`src/rtl/mem_burst_master_if.sv`:
```
// Single-word read/write port into main memory. The master drives the request;
// the memory answers with rdy, and read data arrives one cycle after an accepted read.
interface mem_rwport #(
  parameter int AW = 8,
  parameter int DW = 16
);
  logic          val;
  logic          wen;
  logic [AW-1:0] addr;
  logic [DW-1:0] wdata;
  logic [DW-1:0] rdata;
  logic          rdy;

  modport master (output val, wen, addr, wdata, input rdata, rdy);
  modport slave  (input val, wen, addr, wdata, output rdata, rdy);
endinterface

```
`src/rtl/mem_burst_master.sv`:
```
// Burst master for main memory: a load streams words into memory, a dump reads a
// range back out as a word stream, one memory transaction per word.
//
// state     | meaning
// S_IDLE    | waiting for a command, cmd_rdy_o high
// S_WR      | load words pass straight through to the memory write port
// S_RD_REQ  | read request for cur_addr held on the port until rdy
// S_RD_WAIT | memory returns rdata this cycle; capture it
// S_RD_OUT  | captured word presented on rd_* until downstream accepts
module mem_burst_master #(
  parameter int AW = 8,
  parameter int DW = 16
) (
  input  logic          clk_i,
  input  logic          rst_ni,
  input  logic          cmd_val_i,
  output logic          cmd_rdy_o,
  input  logic          cmd_op_i,
  input  logic [AW-1:0] cmd_addr_i,
  input  logic [AW-1:0] cmd_len_i,
  input  logic          wd_val_i,
  output logic          wd_rdy_o,
  input  logic [DW-1:0] wd_data_i,
  output logic          rd_val_o,
  input  logic          rd_rdy_i,
  output logic [DW-1:0] rd_data_o,
  output logic          rd_last_o,
  output logic          busy_o,
  mem_rwport.master     rw_intf
);

  typedef enum logic [2:0] {
    S_IDLE,
    S_WR,
    S_RD_REQ,
    S_RD_WAIT,
    S_RD_OUT
  } state_t;

  state_t        r_state;
  state_t        w_state_nxt;
  logic [AW-1:0] r_cur_addr;
  logic [AW-1:0] w_cur_addr_nxt;
  logic [AW-1:0] r_remaining;
  logic [AW-1:0] w_remaining_nxt;
  logic [DW-1:0] r_rd_data;
  logic [DW-1:0] w_rd_data_nxt;
  logic          r_rd_last;
  logic          w_rd_last_nxt;

  logic          w_cmd_rdy;
  logic          w_wd_rdy;
  logic          w_rd_val;
  logic          w_mem_val;
  logic          w_mem_wen;
  logic [AW-1:0] w_mem_addr;
  logic [DW-1:0] w_mem_wdata;
  logic          w_last_word;

  assign w_last_word = (r_remaining == '0);

  always_ff @(posedge clk_i) begin
    if (!rst_ni) begin
      r_state     <= S_IDLE;
      r_cur_addr  <= '0;
      r_remaining <= '0;
      r_rd_data   <= '0;
      r_rd_last   <= 1'b0;
    end else begin
      r_state     <= w_state_nxt;
      r_cur_addr  <= w_cur_addr_nxt;
      r_remaining <= w_remaining_nxt;
      r_rd_data   <= w_rd_data_nxt;
      r_rd_last   <= w_rd_last_nxt;
    end
  end

  always_comb begin
    w_state_nxt     = r_state;
    w_cur_addr_nxt  = r_cur_addr;
    w_remaining_nxt = r_remaining;
    w_rd_data_nxt   = r_rd_data;
    w_rd_last_nxt   = r_rd_last;
    w_cmd_rdy       = 1'b0;
    w_wd_rdy        = 1'b0;
    w_rd_val        = 1'b0;
    w_mem_val       = 1'b0;
    w_mem_wen       = 1'b0;
    w_mem_addr      = '0;
    w_mem_wdata     = '0;

    unique case (r_state)
      S_IDLE: begin
        w_cmd_rdy = 1'b1;
        if (cmd_val_i) begin
          w_cur_addr_nxt  = cmd_addr_i;
          w_remaining_nxt = cmd_len_i;
          w_state_nxt     = cmd_op_i ? S_RD_REQ : S_WR;
        end
      end
      S_WR: begin
        // Unbuffered pass-through: the data stream sees the memory's rdy directly.
        w_mem_val   = wd_val_i;
        w_mem_wen   = 1'b1;
        w_mem_addr  = r_cur_addr;
        w_mem_wdata = wd_data_i;
        w_wd_rdy    = rw_intf.rdy;
        if (wd_val_i && rw_intf.rdy) begin
          if (w_last_word) begin
            w_state_nxt = S_IDLE;
          end else begin
            w_cur_addr_nxt  = r_cur_addr + AW'(1);
            w_remaining_nxt = r_remaining - AW'(1);
          end
        end
      end
      S_RD_REQ: begin
        w_mem_val  = 1'b1;
        w_mem_addr = r_cur_addr;
        if (rw_intf.rdy) w_state_nxt = S_RD_WAIT;
      end
      S_RD_WAIT: begin
        w_rd_data_nxt = rw_intf.rdata;
        w_rd_last_nxt = w_last_word;
        w_state_nxt   = S_RD_OUT;
      end
      S_RD_OUT: begin
        w_rd_val = 1'b1;
        if (rd_rdy_i) begin
          if (w_last_word) begin
            w_state_nxt = S_IDLE;
          end else begin
            w_cur_addr_nxt  = r_cur_addr + AW'(1);
            w_remaining_nxt = r_remaining - AW'(1);
            w_state_nxt     = S_RD_REQ;
          end
        end
      end
      default: w_state_nxt = S_IDLE;
    endcase
  end

  assign cmd_rdy_o     = w_cmd_rdy;
  assign wd_rdy_o      = w_wd_rdy;
  assign rd_val_o      = w_rd_val;
  assign rd_data_o     = r_rd_data;
  assign rd_last_o     = r_rd_last && (r_state == S_RD_OUT);
  assign busy_o        = (r_state != S_IDLE);
  assign rw_intf.val   = w_mem_val;
  assign rw_intf.wen   = w_mem_wen;
  assign rw_intf.addr  = w_mem_addr;
  assign rw_intf.wdata = w_mem_wdata;

endmodule

```
`src/flat_wrapper.sv`:
```
// flat-port wrapper written by rule: the top's interface ports become plain ports
module mem_burst_master_flat 
#(
  parameter int AW = 8,
  parameter int DW = 16
)
  (clk_i, rst_ni, cmd_val_i, cmd_rdy_o, cmd_op_i, cmd_addr_i, cmd_len_i, wd_val_i, wd_rdy_o, wd_data_i, rd_val_o, rd_rdy_i, rd_data_o, rd_last_o, busy_o, rw_intf_val, rw_intf_wen, rw_intf_addr, rw_intf_wdata, rw_intf_rdata, rw_intf_rdy);
  mem_rwport #(.AW(AW), .DW(DW)) rw_intf_i ();
  input  logic clk_i;
  input  logic rst_ni;
  input  logic cmd_val_i;
  output logic cmd_rdy_o;
  input  logic cmd_op_i;
  input  logic [AW-1:0] cmd_addr_i;
  input  logic [AW-1:0] cmd_len_i;
  input  logic wd_val_i;
  output logic wd_rdy_o;
  input  logic [DW-1:0] wd_data_i;
  output logic rd_val_o;
  input  logic rd_rdy_i;
  output logic [DW-1:0] rd_data_o;
  output logic rd_last_o;
  output logic busy_o;
  output wire logic [$bits(rw_intf_i.val)-1:0] rw_intf_val;
  output wire logic [$bits(rw_intf_i.wen)-1:0] rw_intf_wen;
  output wire logic [$bits(rw_intf_i.addr)-1:0] rw_intf_addr;
  output wire logic [$bits(rw_intf_i.wdata)-1:0] rw_intf_wdata;
  input wire logic [$bits(rw_intf_i.rdata)-1:0] rw_intf_rdata;
  input wire logic [$bits(rw_intf_i.rdy)-1:0] rw_intf_rdy;
  assign rw_intf_val = rw_intf_i.val;
  assign rw_intf_wen = rw_intf_i.wen;
  assign rw_intf_addr = rw_intf_i.addr;
  assign rw_intf_wdata = rw_intf_i.wdata;
  assign rw_intf_i.rdata = rw_intf_rdata;
  assign rw_intf_i.rdy = rw_intf_rdy;
  mem_burst_master #(.AW(AW), .DW(DW)) u_core (.clk_i(clk_i), .rst_ni(rst_ni), .cmd_val_i(cmd_val_i), .cmd_rdy_o(cmd_rdy_o), .cmd_op_i(cmd_op_i), .cmd_addr_i(cmd_addr_i), .cmd_len_i(cmd_len_i), .wd_val_i(wd_val_i), .wd_rdy_o(wd_rdy_o), .wd_data_i(wd_data_i), .rd_val_o(rd_val_o), .rd_rdy_i(rd_rdy_i), .rd_data_o(rd_data_o), .rd_last_o(rd_last_o), .busy_o(busy_o), .rw_intf(rw_intf_i));
endmodule
```
`config.mk`:
```
export PLATFORM = sky130hd
export DESIGN_NAME = mem_burst_master_flat
export DESIGN_NICKNAME = d
export VERILOG_FILES = /design/src/rtl/mem_burst_master_if.sv /design/src/rtl/mem_burst_master.sv /design/src/flat_wrapper.sv
export SDC_FILE = /design/constraint.sdc
export NUM_CORES = 1
export LEC_CHECK = 0
export CAP_MARGIN = 25
export CORE_AREA = 8 8 81 83
export CTS_BUF_LIST = sky130_fd_sc_hd__clkbuf_8
export DETAILED_ROUTE_END_ITERATION = 10
export DIE_AREA = 0 0 89 91
export PLACE_DENSITY_LB_ADDON = 0.25
export SLEW_MARGIN = 15
export SYNTH_ARGS = -nofsm -noshare
export SYNTH_HDL_FRONTEND = slang
export SYNTH_SLANG_ARGS = --single-unit
```
`constraint.sdc`:
```
create_clock -name clk_i -period 3.2 [get_ports clk_i]
set_input_delay 0.48 -clock clk_i [delete_from_list [all_inputs] [get_ports clk_i]]
set_output_delay 0.48 -clock clk_i [all_outputs]
set_load 0.1 [all_outputs]
```
==> flow_summary.yaml <==
route:
  avgViaCountPerCell: 4.97
  ant_nets: 0
  first_iter_violations: 77
  firstDrtPassIters: 4
  wl_um: 6280
  post_drt_wl_per_cell_um: 14.3
  route.detailed.drc: 0
  vias: 2182
die:
  die_area_mm2: 0.00810
  start_util_pct: 38.6
  die_w_um: 89
  rows: 27
  io_pins: 102
  die_height_um: 91
  core_mm2: 0.00534
critical_path:
  worstSetupPathType: "reg -> out"
  required_ns: 2.72
  timing.rr.end: "u_core.r_remaining[0]"
  r2r_start: "u_core.r_remaining[0]"
  cp.arrival_ns: 2.00
  path_max_fanout: 16
  worstSetupStartpointType: "flip-flop"
  reg2reg_setup_slack_ns: 1.01
  ff2ff_path_depth: 7
  critPathCaptureType: "output pin"
sta:
  grt_setup_unrepaired: "no"
  clock_skew_ns: 0.00527
  finalCritPeriodShare_pct: 77.3
  setup_viol: 0
  slew_headroom_pct: 35.1
  fmax_mhz: 404
  fin_tns_setup_ns: 0
  hold_viol_final: 0
  worstMarginPinSlew_ns: 0.971
  hold-worst-slack_ns: 0.459
  final_max_slew_viol_count: 0
  period_minus_slack_ns: 2.48
logic_synthesis:
  synth-seq-cells: 36
  syn_nets: 330
  synthSimpleGateAreaFrac_pct: 31.7
  synth-edff-count: 0
  synth-compound-area-share_pct: 24.3
  synthTopCellsByArea: "dfxtp_1, nand2_1, and2_1"
  synth_top_cell_by_area: "dfxtp_1"
  synth_xor_area_share_pct: 0.426
  postSynth.asyncResetShare_pct: 0
  ys_seq_area_share_pct: 35.0
  synth_cell_types: 42
  yosysWarnings: 0
  synthMuxAreaShare_pct: 0.973
  ys.flop_type: "dfxtp_1"
  synth_adder_area_share_pct: 1.82
  synth_area_mm2: 0.00206
  synth.avg_cell_area_um2: 7.57
  synth_top_area_share_pct: 35.0
  synth_top_family_by_area: "simple AND/OR/NAND/NOR gates"
  netlist_instances: 272
min_path:
  whs_endpoint: "u_core.rd_data_o[3]"
  hp-class: "reg -> reg"
  hold_depth: 2
  min_from: "u_core.rd_data_o[3]"
cells_and_area:
  drive_above_1_share_pct: 16.9
  areaGrowthSynthToFinish_pct: 51.2
  final_util_pct: 58.3
  fillers: 531
  fin_area_mm2: 0.00311
  n_antenna_cell: 0
  num-nets-final: 424
cts:
  post_cts_buffers: 0
  clockBufferDepth: 2
  clk_pin_slew_ns: 0.08
  hold_buffers: 0
  cts_resized: 0
  cts_buffers: 5
  cts_tree: "built"
  clock_latency_ns: 0.29
  htree_levels: 2
  cts.sinks: 36
  clockRootBuffer: "clkbuf_8"
run:
  maxCapViolations: 0
place:
  placed_cell_area_mm2: 0.00300
  place_congestion: 0.775
  io_buffer_count: 101
  dpl.hpwl_um: 4790
grt:
  grt_pass1_wl_um: 10300
  grt_pass1_vias: 2229
  antenna_found_initial: 0
  grt_use_total_pct: 15.7
  grt_start_max_net_pins: 33
  grt-ovfl-total: 0
power:
  cellPowerDensity_mw_per_mm2: 962
  peakVddDrop_mv: 0.881
  power_uw: 2990
  p_leak_uw: 0.00127
status:
  run_status: "complete, no violations"
==> state kept, by name, indices dropped and copies added (netlist names) <==
register            flops
u_core.r_remaining      8
u_core.r_cur_addr       8
u_core.r_state          3
u_core.r_rd_last        1
u_core.rd_data_o       16
==> area by class of cell <==
| type | count | area [µm²] | share of cell area [%] |
|---|---|---|---|
| Sequential cell | 36 | 721 | 23.2 |
| Clock inverter | 3 | 46.3 | 1.49 |
| Inverter | 5 | 18.8 | 0.603 |
| Multi-Input combinational cell | 213 | 1220 | 39.3 |
| Timing Repair Buffer | 105 | 943 | 30.3 |
| Clock buffer | 5 | 68.8 | 2.21 |
| Tap cell | 72 | 90.1 | 2.89 |
==> Yosys cell counts, types with 2 or more instances <==
cell type and n:
nor3_1 6, mux2i_1 2, nor2b_1 2, nand2b_1 4
ha_1 3, clkbuf_1 10, a211o_1 3, inv_1 5
nand4_1 2, buf_2 3, o31a_1 2, and3_1 2
dfxtp_1 36, a21o_1 7, o21ai_2 3, a31oi_1 3
nor2_1 18, o211a_1 2, nand3b_1 2, buf_6 3
o32ai_1 3, or3_1 3, o21ai_0 4, buf_4 2
a21oi_1 32, a21oi_2 3, and2_1 29, nand2_1 57
nand3_1 6, o31ai_1 2, o211ai_1 2
==> kinds of logic after synthesis <==
logic type | count (synthesis)
AO/OA/AOI/OAI | 72
XOR/XNOR | 1
adder cells (fa/ha/maj) | 3
buffers and inverters | 23
flip-flops | 36
multiplexers | 2
AND/OR/NAND/NOR | 135
==> worst max path at each step <==
stage                           start                     to  slack, ns  depth (start not counted)
finish              u_core.r_state[1]        rw_intf_addr[4]       0.73                          4
global route        u_core.r_state[1]        rw_intf_addr[3]       0.45                          4
CTS                 u_core.r_state[1]        rw_intf_addr[4]       0.68                          4
detailed placement          cmd_val_i  u_core.r_remaining[0]       0.86                          6
global placement            cmd_val_i   u_core.r_cur_addr[0]       0.91                          6
floorplan           u_core.r_state[0]      rw_intf_wdata[10]       0.03                          5
==> layer usage <==
layer	part of all wire, %	vias up	track usage, %
met5	0	-	0
met4	1.0	0	4.58
met3	10	4	7.93
met2	47	76	26.2
met1	42	981	16.7
li1	-	1121	-
==> stage by stage <==
step / setup slack (ns) / std cells
4_1_cts: 0.677 / 439
3_5_place_dp: 0.857 / 431
3_3_place_gp: 0.905 / 431
5_1_grt: 0.451 / 439
6_report: 0.725 / 439
2_1_floorplan: 0.0264 / 272
==> worst max-delay path, stage by stage, from the launching register on <==
cell and delay, ns:
dfxtp_1 0.65, nand2b_1 0.14, a21oi_1 0.44, and2_1 0.20, buf_4 0.29
==> report_power, final <==
group          switching [µW]  internal, µW  total [µW]
combinational            1380           526        1900
clock                     178           235         413
sequential                126           552         678
total                    1680          1310        2990
==> placed cells by master (no fill, tap or decap), types with 4 or more instances in the layout <==
cell,Yosys,routed
dfxtp_1,36,36
clkbuf_8,0,5
nand2b_1,4,4
a21o_1,7,7
buf_4,2,43
o21ai_0,4,4
nor2_1,18,17
a21oi_1,32,32
nand2_1,57,57
and2_1,29,29
nand3_1,6,6
clkdlybuf4s50_1,0,62
nor3_1,6,5
inv_1,5,5
Power figures use the tool's default switching activity.
